--- src/rtl/sequence_detector.sv ---
// Serial detector for the 6-bit word 010011, sent MSB first, with a match counter and a periodicity lock.
// Latency: detect, det_cnt, locked and state_dbg are all registered. They update one clk after the edge that samples the bit.
// Backpressure: none. en qualifies each din bit, and cycles with en=0 freeze the detector (detect=0).
//
// Ports:
//   clk        in   system clock, rising edge
//   rst_n      in   synchronous active-low reset
//   en         in   bit-valid for din
//   din        in   serial data bit
//   cnt_clr    in   synchronous clear of det_cnt (wins over a same-cycle match)
//   detect     out  one-cycle pulse per completed match
//   det_cnt    out  saturating 8-bit match count
//   locked     out  stream aligned to a 6-bit periodic repetition of the word
//   state_dbg  out  current FSM state code (0..5)
module sequence_detector (
   input  logic       clk,
   input  logic       rst_n,
   input  logic       en,
   input  logic       din,
   input  logic       cnt_clr,
   output logic       detect,
   output logic [7:0] det_cnt,
   output logic       locked,
   output logic [2:0] state_dbg
);

   // Each state is named after the longest prefix of 010011 matched so far.
   typedef enum logic [2:0] {
      IDLE = 3'd0,   // no prefix
      P1   = 3'd1,   // "0"
      P2   = 3'd2,   // "01"
      P3   = 3'd3,   // "010"
      P4   = 3'd4,   // "0100"
      P5   = 3'd5    // "01001"
   } state_t;

   state_t     r_state;
   logic       r_detect;
   logic [7:0] r_det_cnt;
   logic       r_locked;
   logic [2:0] r_gap;     // non-matching en bits since the last match, saturates at 7
   logic [1:0] r_run;     // consecutive periodic matches, saturates at 3

   state_t     w_next;
   logic       w_match;
   logic       w_gap_hit;
   logic [1:0] w_run_inc;

   // A match completes only from P5 on a 1. The caller qualifies it with en.
   assign w_match   = (r_state == P5) && din;

   // gap==5 means the current bit is exactly 6 bits after the previous match.
   // This is where the next periodic match is due.
   assign w_gap_hit = (r_gap == 3'd5);
   assign w_run_inc = (r_run == 2'd3) ? 2'd3 : r_run + 2'd1;

   // Next-state table. The fallbacks follow the longest suffix that is still
   // a prefix of the word. For example, "010010" resumes at "010".
   // The unused codes 6 and 7 fall back to IDLE.
   always_comb begin
      w_next = IDLE;
      case (r_state)
         IDLE:    w_next = din ? IDLE : P1;
         P1:      w_next = din ? P2   : P1;
         P2:      w_next = din ? IDLE : P3;
         P3:      w_next = din ? P2   : P4;
         P4:      w_next = din ? P5   : P1;
         P5:      w_next = din ? IDLE : P3;
         default: w_next = IDLE;
      endcase
   end

   always_ff @(posedge clk) begin
      if (!rst_n) begin
         r_state   <= IDLE;
         r_detect  <= 1'b0;
         r_det_cnt <= 8'd0;
         r_locked  <= 1'b0;
         r_gap     <= 3'd7;
         r_run     <= 2'd0;
      end else begin
         r_detect <= 1'b0;

         if (en) begin
            r_state  <= w_next;
            r_detect <= w_match;

            if (w_match) begin
               r_gap <= 3'd0;
               if (w_gap_hit) begin
                  // Periodic match. The match that takes run to 2 is the
                  // third in a row at 6-bit spacing, so it sets locked.
                  r_run <= w_run_inc;
                  if (w_run_inc >= 2'd2) begin
                     r_locked <= 1'b1;
                  end
               end else begin
                  r_run <= 2'd0;
               end
            end else begin
               if (r_gap != 3'd7) begin
                  r_gap <= r_gap + 3'd1;
               end
               // An expected periodic match was missed, so alignment is lost.
               if (w_gap_hit) begin
                  r_run    <= 2'd0;
                  r_locked <= 1'b0;
               end
            end
         end

         // The clear has priority over a coincident match.
         if (cnt_clr) begin
            r_det_cnt <= 8'd0;
         end else if (en && w_match && (r_det_cnt != 8'hFF)) begin
            r_det_cnt <= r_det_cnt + 8'd1;
         end
      end
   end

   assign detect    = r_detect;
   assign det_cnt   = r_det_cnt;
   assign locked    = r_locked;
   assign state_dbg = r_state;

endmodule
--- config.mk ---
export PLATFORM = sky130hd
export DESIGN_NAME = sequence_detector
export DESIGN_NICKNAME = d
export VERILOG_FILES = /design/src/rtl/sequence_detector.sv
export SDC_FILE = /design/constraint.sdc
export NUM_CORES = 1
export LEC_CHECK = 0
export ABC_AREA = 1
export CAP_MARGIN = 40
export CORE_MARGIN = 4
export CORE_UTILIZATION = 51
export CTS_CLUSTER_SIZE = 24
export DETAILED_ROUTE_END_ITERATION = 10
export PLACE_DENSITY = 0.8
export SYNTH_ARGS = -nofsm -noshare
export SYNTH_HDL_FRONTEND = slang
export SYNTH_SLANG_ARGS = --single-unit
--- constraint.sdc ---
create_clock -name clk -period 1.55 [get_ports clk]
set_input_delay 0.465 -clock clk [delete_from_list [all_inputs] [get_ports clk]]
set_output_delay 0.465 -clock clk [all_outputs]
set_load 0.1 [all_outputs]
==> results.yml, run 1 <==
run_status:
  status: "complete, no violations"
floorplanning:
  start_util_pct: 53.5
  dieWidth_microns: 53.1
  dieArea_sq_um: 2820
  dieHeight_microns: 53.1
  io_pins: 18
  fp.coreArea_sq_um: 1940
  rows: 16
critical_path:
  cp-end-kind: "flop"
  start_kind: "input pin"
  critical_path_arrival_ns: 1.69
  required_ns: 1.76
  critPathKind: "input pin to flop"
  crit_fanout: 7
  reg2reg_depth: 7
synth:
  syn_nets: 162
  synth_area_per_cell_sq_um: 6.79
  synth_warnings: 0
  ys_ff_latch: 18
  synthTopCellsByArea: "dfxtp_1, nand2_1, inv_1"
  netlist_instances: 153
  synth_flop_cell: "dfxtp_1"
  yosysMostFrequentCell: "nand2_1"
  synth_area_sq_um: 1040
  seq_area_frac_synth_pct: 34.7
  synthDistinctLibCells: 24
  async_reset_ff_share_pct: 0
  yosysTopAreaCellShare_pct: 34.7
  yosys-top-cells-count: "nand2_1, inv_1, dfxtp_1, nor2_1, a21oi_1"
  synth_edf_count: 0
  synth_top_area_cell: "dfxtp_1"
cts:
  post_cts_buffers: 0
  postCtsHoldBufs: 0
  clk_pin_slew_ns: 0.11
  cts_root_buf: "clkbuf_4"
  cts_buffers: 3
  cts_tree: "done"
  cts_sinks: 18
  cts_buffer_depth: 2
  clock_latency_ns: 0.30
  h-tree-depth: 1
  cts_resized: 0
job:
  maxCapViolCount: 0
power_and_ir_drop:
  power_density_nw_per_um2: 695
  vdd_ir_drop_max_mv: 0.570
  power_mw: 1.05
  power.leakage_nw: 0.643
placed_design:
  placed_cell_area_sq_um: 1470
  numPortBuffers: 17
  dp_cells: 208
  dp_hpwl_microns: 2190
  post-place-ws_ns: -0.259
  gp_congestion: 0.876
detailed_routing:
  vias: 1130
  drt_first_pass_iters: 4
  drt-initial-drc-count: 33
  drc: 0
  postRouteAntennaNets: 0
  wirelength_microns: 2750
  routed_via_density: 5.33
  wl_per_cell_microns: 13.0
sta:
  skew_ns: 0.00393
  maxSlewViolCount: 0
  post-route-period-util_pct: 95.3
  fin_crit_ns: 1.48
  rsz0062_at_grt: "false"
  fmax_mhz: 677
  hold_viol: 0
  maxSlewHeadroom_pct: 75.4
  setup_viol: 0
  fin_ws_ns: 0.0728
  worst_pin_slew_ns: 0.369
global_routing:
  antenna_found_initial: 0
  groute.usage.overall_pct: 22.7
  grt_max_degree: 11
  gr-total-overflow: 0
  grt_pass1_vias: 1012
  grt_pass1_wl_microns: 4670
layout:
  diodes: 0
  syn_to_final_growth_pct: 45.9
  multi_input_area_sq_um: 593
  layout.nets: 195
  postLayoutCellArea_sq_um: 1520
  seqCellArea_sq_um: 379
  final_cells: 212
  drive_gt1_share_pct: 27.0
  fillers: 145
worst_hold_path:
  worstHoldPathType: "flop to flop"
  hold_path_depth: 2
[critical path: stages]
cell,delay (ns)
clkdlybuf4s50_1,0.50
inv_1,0.09
nor2_4,0.11
nand2_4,0.09
nor2_8,0.15
nand2_4,0.10
o21ai_1,0.13
nor2_1,0.05
[path summary, 6_finish.rpt]
path / start / to / slack (ns)
setup / recovery: din / det_cnt[1]$_SDFFE_PP0P_ / 0.07
hold / removal: r_run[1]$_SDFFE_PN0P_ / r_run[1]$_SDFFE_PN0P_ / 0.49
setup reg to reg: det_cnt[0]$_SDFFE_PP0P_ / det_cnt[4]$_SDFFE_PP0P_ / 0.16
hold reg to reg: r_run[1]$_SDFFE_PN0P_ / r_run[1]$_SDFFE_PN0P_ / 0.49
[state kept, by name, summed over array words and instances, names as in the netlist]
register   cells
det_cnt        8
detect         1
locked         1
r_gap          3
r_run          2
state_dbg      3
[through the flow]
stage	util, %	TNS, ns	hold slack, ns
2_1_floorplan	-	0	0.452
3_3_place_gp	75.9	-2.14	0.462
3_5_place_dp	75.9	-3.08	0.477
4_1_cts	77.8	0	0.495
5_1_grt	78.0	0	0.530
6_report	78.0	0	0.495
[layout by cell type, fill, tap and decap left out, types with 3 or more instances in the layout]
cell,count
clkdlybuf4s50_1,4
a21oi_1,13
dfxtp_1,7
o21ai_1,3
buf_4,11
dfxtp_2,9
nor2_1,17
nand3_1,10
buf_12,13
clkbuf_4,3
o21ai_0,5
ha_1,4
nand2_1,40
inv_1,23
[cell type report]
cell class                      count  share of cell area (%)
Timing Repair Buffer               28                    25.3
Multi-Input combinational cell    111                    39.1
Sequential cell                    18                    25.0
Clock buffer                        4                    2.39
Inverter                           24                    5.95
Tap cell                           27                    2.23
[metal layers]
metal | vias up | GRT usage [%] | part of all wire (%) | wire length, microns
met1 | 522 | 30.6 | 44 | 1210
met2 | 45 | 35.5 | 48 | 1320
met5 | - | 0 | 0 | 0
li1 | 555 | - | - | -
met4 | 0 | 9.79 | 1.7 | 46
met3 | 8 | 3.38 | 6.4 | 176
[logic make-up after synthesis]
logic type	synth area share, %
AOI/OAI and AO/OA	13.6
xor gates and xnor gates	0.844
adders and majority gates	4.82
buffers and inverters	8.67
DFF	34.7
and+or+nand+nor	37.3
[power by group]
part | total, mW | internal (mW) | leakage [nW] | switching [mW]
Sequential | 0.515 | 0.486 | 0.152 | 0.0292
Clock | 0.304 | 0.143 | 0.0210 | 0.160
Combinational | 0.235 | 0.0959 | 0.470 | 0.139
Note: power is estimated with default switching activity, not from simulation.
==> inputs of run 2 (changes only) <==
CELL_PAD_IN_SITES_DETAIL_PLACEMENT = 1   (was unset)
CELL_PAD_IN_SITES_GLOBAL_PLACEMENT = 2   (was unset)
CORE_UTILIZATION = 28   (was 51)
CTS_CLUSTER_SIZE = unset   (was 24)
==> run 2 against run 1 <==
  * Worst hold slack worse by 0.0034 ns
  * Worst setup slack better by 0.070 ns
  * Global-route usage is 8.6 points lower
  * Sequential power is 0.8% lower
  * Combinational power is 6% lower
  * Via count is 4.8% lower
  * Clock skew is 0.0037 ns higher
  * Critical endpoint is now det_cnt[0]$_SDFFE_PP0P_
  * Largest cell class unchanged
  * Largest power group unchanged
==> results.yml, run 2 (synthesized netlist as in run 1, its figures left out) <==
critical_path:
  r2r_setup_slack_ns: 0.16
  worstPathCellList: "clkdlybuf4s50_1 > inv_1 > nor2_8 > nand2_4 > o21ai_2 > nor2_1"
  crit_slowest_cell: "clkdlybuf4s50_1"
  path_delay_family: "buffers and inverters"
  required_ns: 1.70
  path_depth: 6
  crit_fanout: 7
  critical_path_arrival_ns: 1.56
  cp-end-kind: "flop"
  reg2reg_depth: 7
  timing.rr.end: "det_cnt[7]$_SDFFE_PP0P_"
  critPathKind: "input pin to flop"
  cp_slowest_stage_delay_ns: 0.47
  r2r-start: "det_cnt[0]$_SDFFE_PP0P_"
  path_buf_inv: 2
  start_kind: "input pin"
power_and_ir_drop:
  p_clk_share_pct: 35.1
  pwr-share-comb_pct: 19.5
  pwr-share-seq_pct: 45.4
  power.leakage_nw: 0.641
  vdd_ir_drop_max_mv: 0.474
  power_mw: 1.13
  power_density_nw_per_um2: 728
  switching_share_pct: 28.9
  power.switching_mw: 0.326
  p_int_mw: 0.801
run_status:
  status: "complete, no violations"
global_routing:
  groute.usage.overall_pct: 14.1
  grt_max_degree: 11
  antenna_found_initial: 0
  grt_pass1_vias: 1070
  gr-total-overflow: 0
  grt_pass1_wl_microns: 4870
job:
  maxCapViolCount: 0
floorplanning:
  dieArea_sq_um: 4750
  dieHeight_microns: 68.9
  fp.coreArea_sq_um: 3470
  dieWidth_microns: 68.9
  io_pins: 18
  rows: 21
  start_util_pct: 29.9
cts:
  clk_pin_slew_ns: 0.08
  cts_buffers: 3
  clock_latency_ns: 0.26
  cts_buffer_depth: 2
  cts_sinks: 18
  cts_root_buf: "clkbuf_8"
  postCtsHoldBufs: 0
  cts_tree: "done"
  h-tree-depth: 1
sta:
  rsz0062_at_grt: "false"
  holdWs_ns: 0.491
  setup_viol: 0
  worst_pin_slew_ns: 0.314
  fmax_mhz: 710
  maxSlewHeadroom_pct: 79.1
  fin_crit_ns: 1.41
  skew_ns: 0.00767
  hold_viol: 0
  post-route-period-util_pct: 90.8
  maxSlewViolCount: 0
worst_hold_path:
  hold_path_depth: 2
  min_to: "r_run[1]$_SDFFE_PN0P_"
  min_from: "r_run[1]$_SDFFE_PN0P_"
  worstHoldPathType: "flop to flop"
layout:
  drive_gt1_share_pct: 27.3
  final_common_cell: "nand2_1"
  largest_reg_flops: 8
  syn_to_final_growth_pct: 49.0
  layout.nets: 193
  layout_common_cells: "nand2_1, inv_1, nor2_1"
  diodes: 0
  postLayoutCellArea_sq_um: 1550
detailed_routing:
  postRouteAntennaNets: 0
  drc: 0
  drt-initial-drc-count: 28
  routed_via_density: 4.70
  wirelength_microns: 2880
  drt_first_pass_iters: 4
  vias: 1076
  wl_per_cell_microns: 12.6
placed_design:
  gp_congestion: 0.850
  numPortBuffers: 17
  placed_cell_area_sq_um: 1480
  dp_hpwl_microns: 2350
==> run 2: repair_timing <==
| item | CTS | global route |
|---|---|---|
| pin swaps | 2 | 0 |
| gates resized for setup | 3 | 1 |
| setup endpoints to repair | 3 | 1 |
| setup buffers | 0 | 0 |
==> run 2: cell type report <==
cell class / count / area [sq um]
repair buffers: 26 / 367
well taps: 46 / 57.6
flip-flops and latches: 18 / 379
fillers: 446 / 1920
inverters: 24 / 90.1
multi-input cells: 111 / 599
clock buffers: 4 / 55.1
==> run 2: stage by stage <==
step	std cells	TNS (ns)	worst slack, ns	utilization (%)
after global placement	225	-2.67	-0.242	42.7
after global routing	229	0	0.0487	44.6
after floorplan	153	0	0.0823	-
after CTS	229	0	0.137	44.6
final	229	0	0.142	44.6
after detailed placement	225	-3.44	-0.297	42.7
==> run 2: worst max path at each step <==
stage | startpoint | end | slack [ns]
6_report | en | det_cnt[0]$_SDFFE_PP0P_ | 0.14
5_1_grt | det_cnt[0]$_SDFFE_PP0P_ | det_cnt[7]$_SDFFE_PP0P_ | 0.05
2_1_floorplan | state_dbg[2]$_SDFFE_PN0P_ | det_cnt[0]$_SDFFE_PP0P_ | 0.08
3_3_place_gp | din | det_cnt[5]$_SDFFE_PP0P_ | -0.24
3_5_place_dp | din | det_cnt[7]$_SDFFE_PP0P_ | -0.30
4_1_cts | en | det_cnt[0]$_SDFFE_PP0P_ | 0.14
==> run 2: worst register-to-register path: stages (launching register included) <==
cell and delay (ns):
dfxtp_4 0.38, ha_1 0.26, inv_1 0.11, nor2_4 0.14, nand3_4 0.10, nand2_4 0.13
nand2_1 0.06, a21oi_1 0.13
==> run 2: power groups by stage <==
stage          sequential [mW]  clock (mW)  combinational, mW
6_report                 0.511       0.395              0.220
3_3_place_gp             0.520           0              0.217
5_1_grt                  0.516       0.429              0.246
4_1_cts                  0.511       0.415              0.222
2_1_floorplan            0.549           0              0.111
3_5_place_dp             0.522           0              0.221
==> run 2: layer usage <==
layer	global-route usage, %	share of wire [%]	vias to the layer above
li1	-	-	548
met1	17.4	47	510
met2	23.2	48	13
met3	3.24	3.3	5
met4	6.08	1.8	0
met5	0	0	-
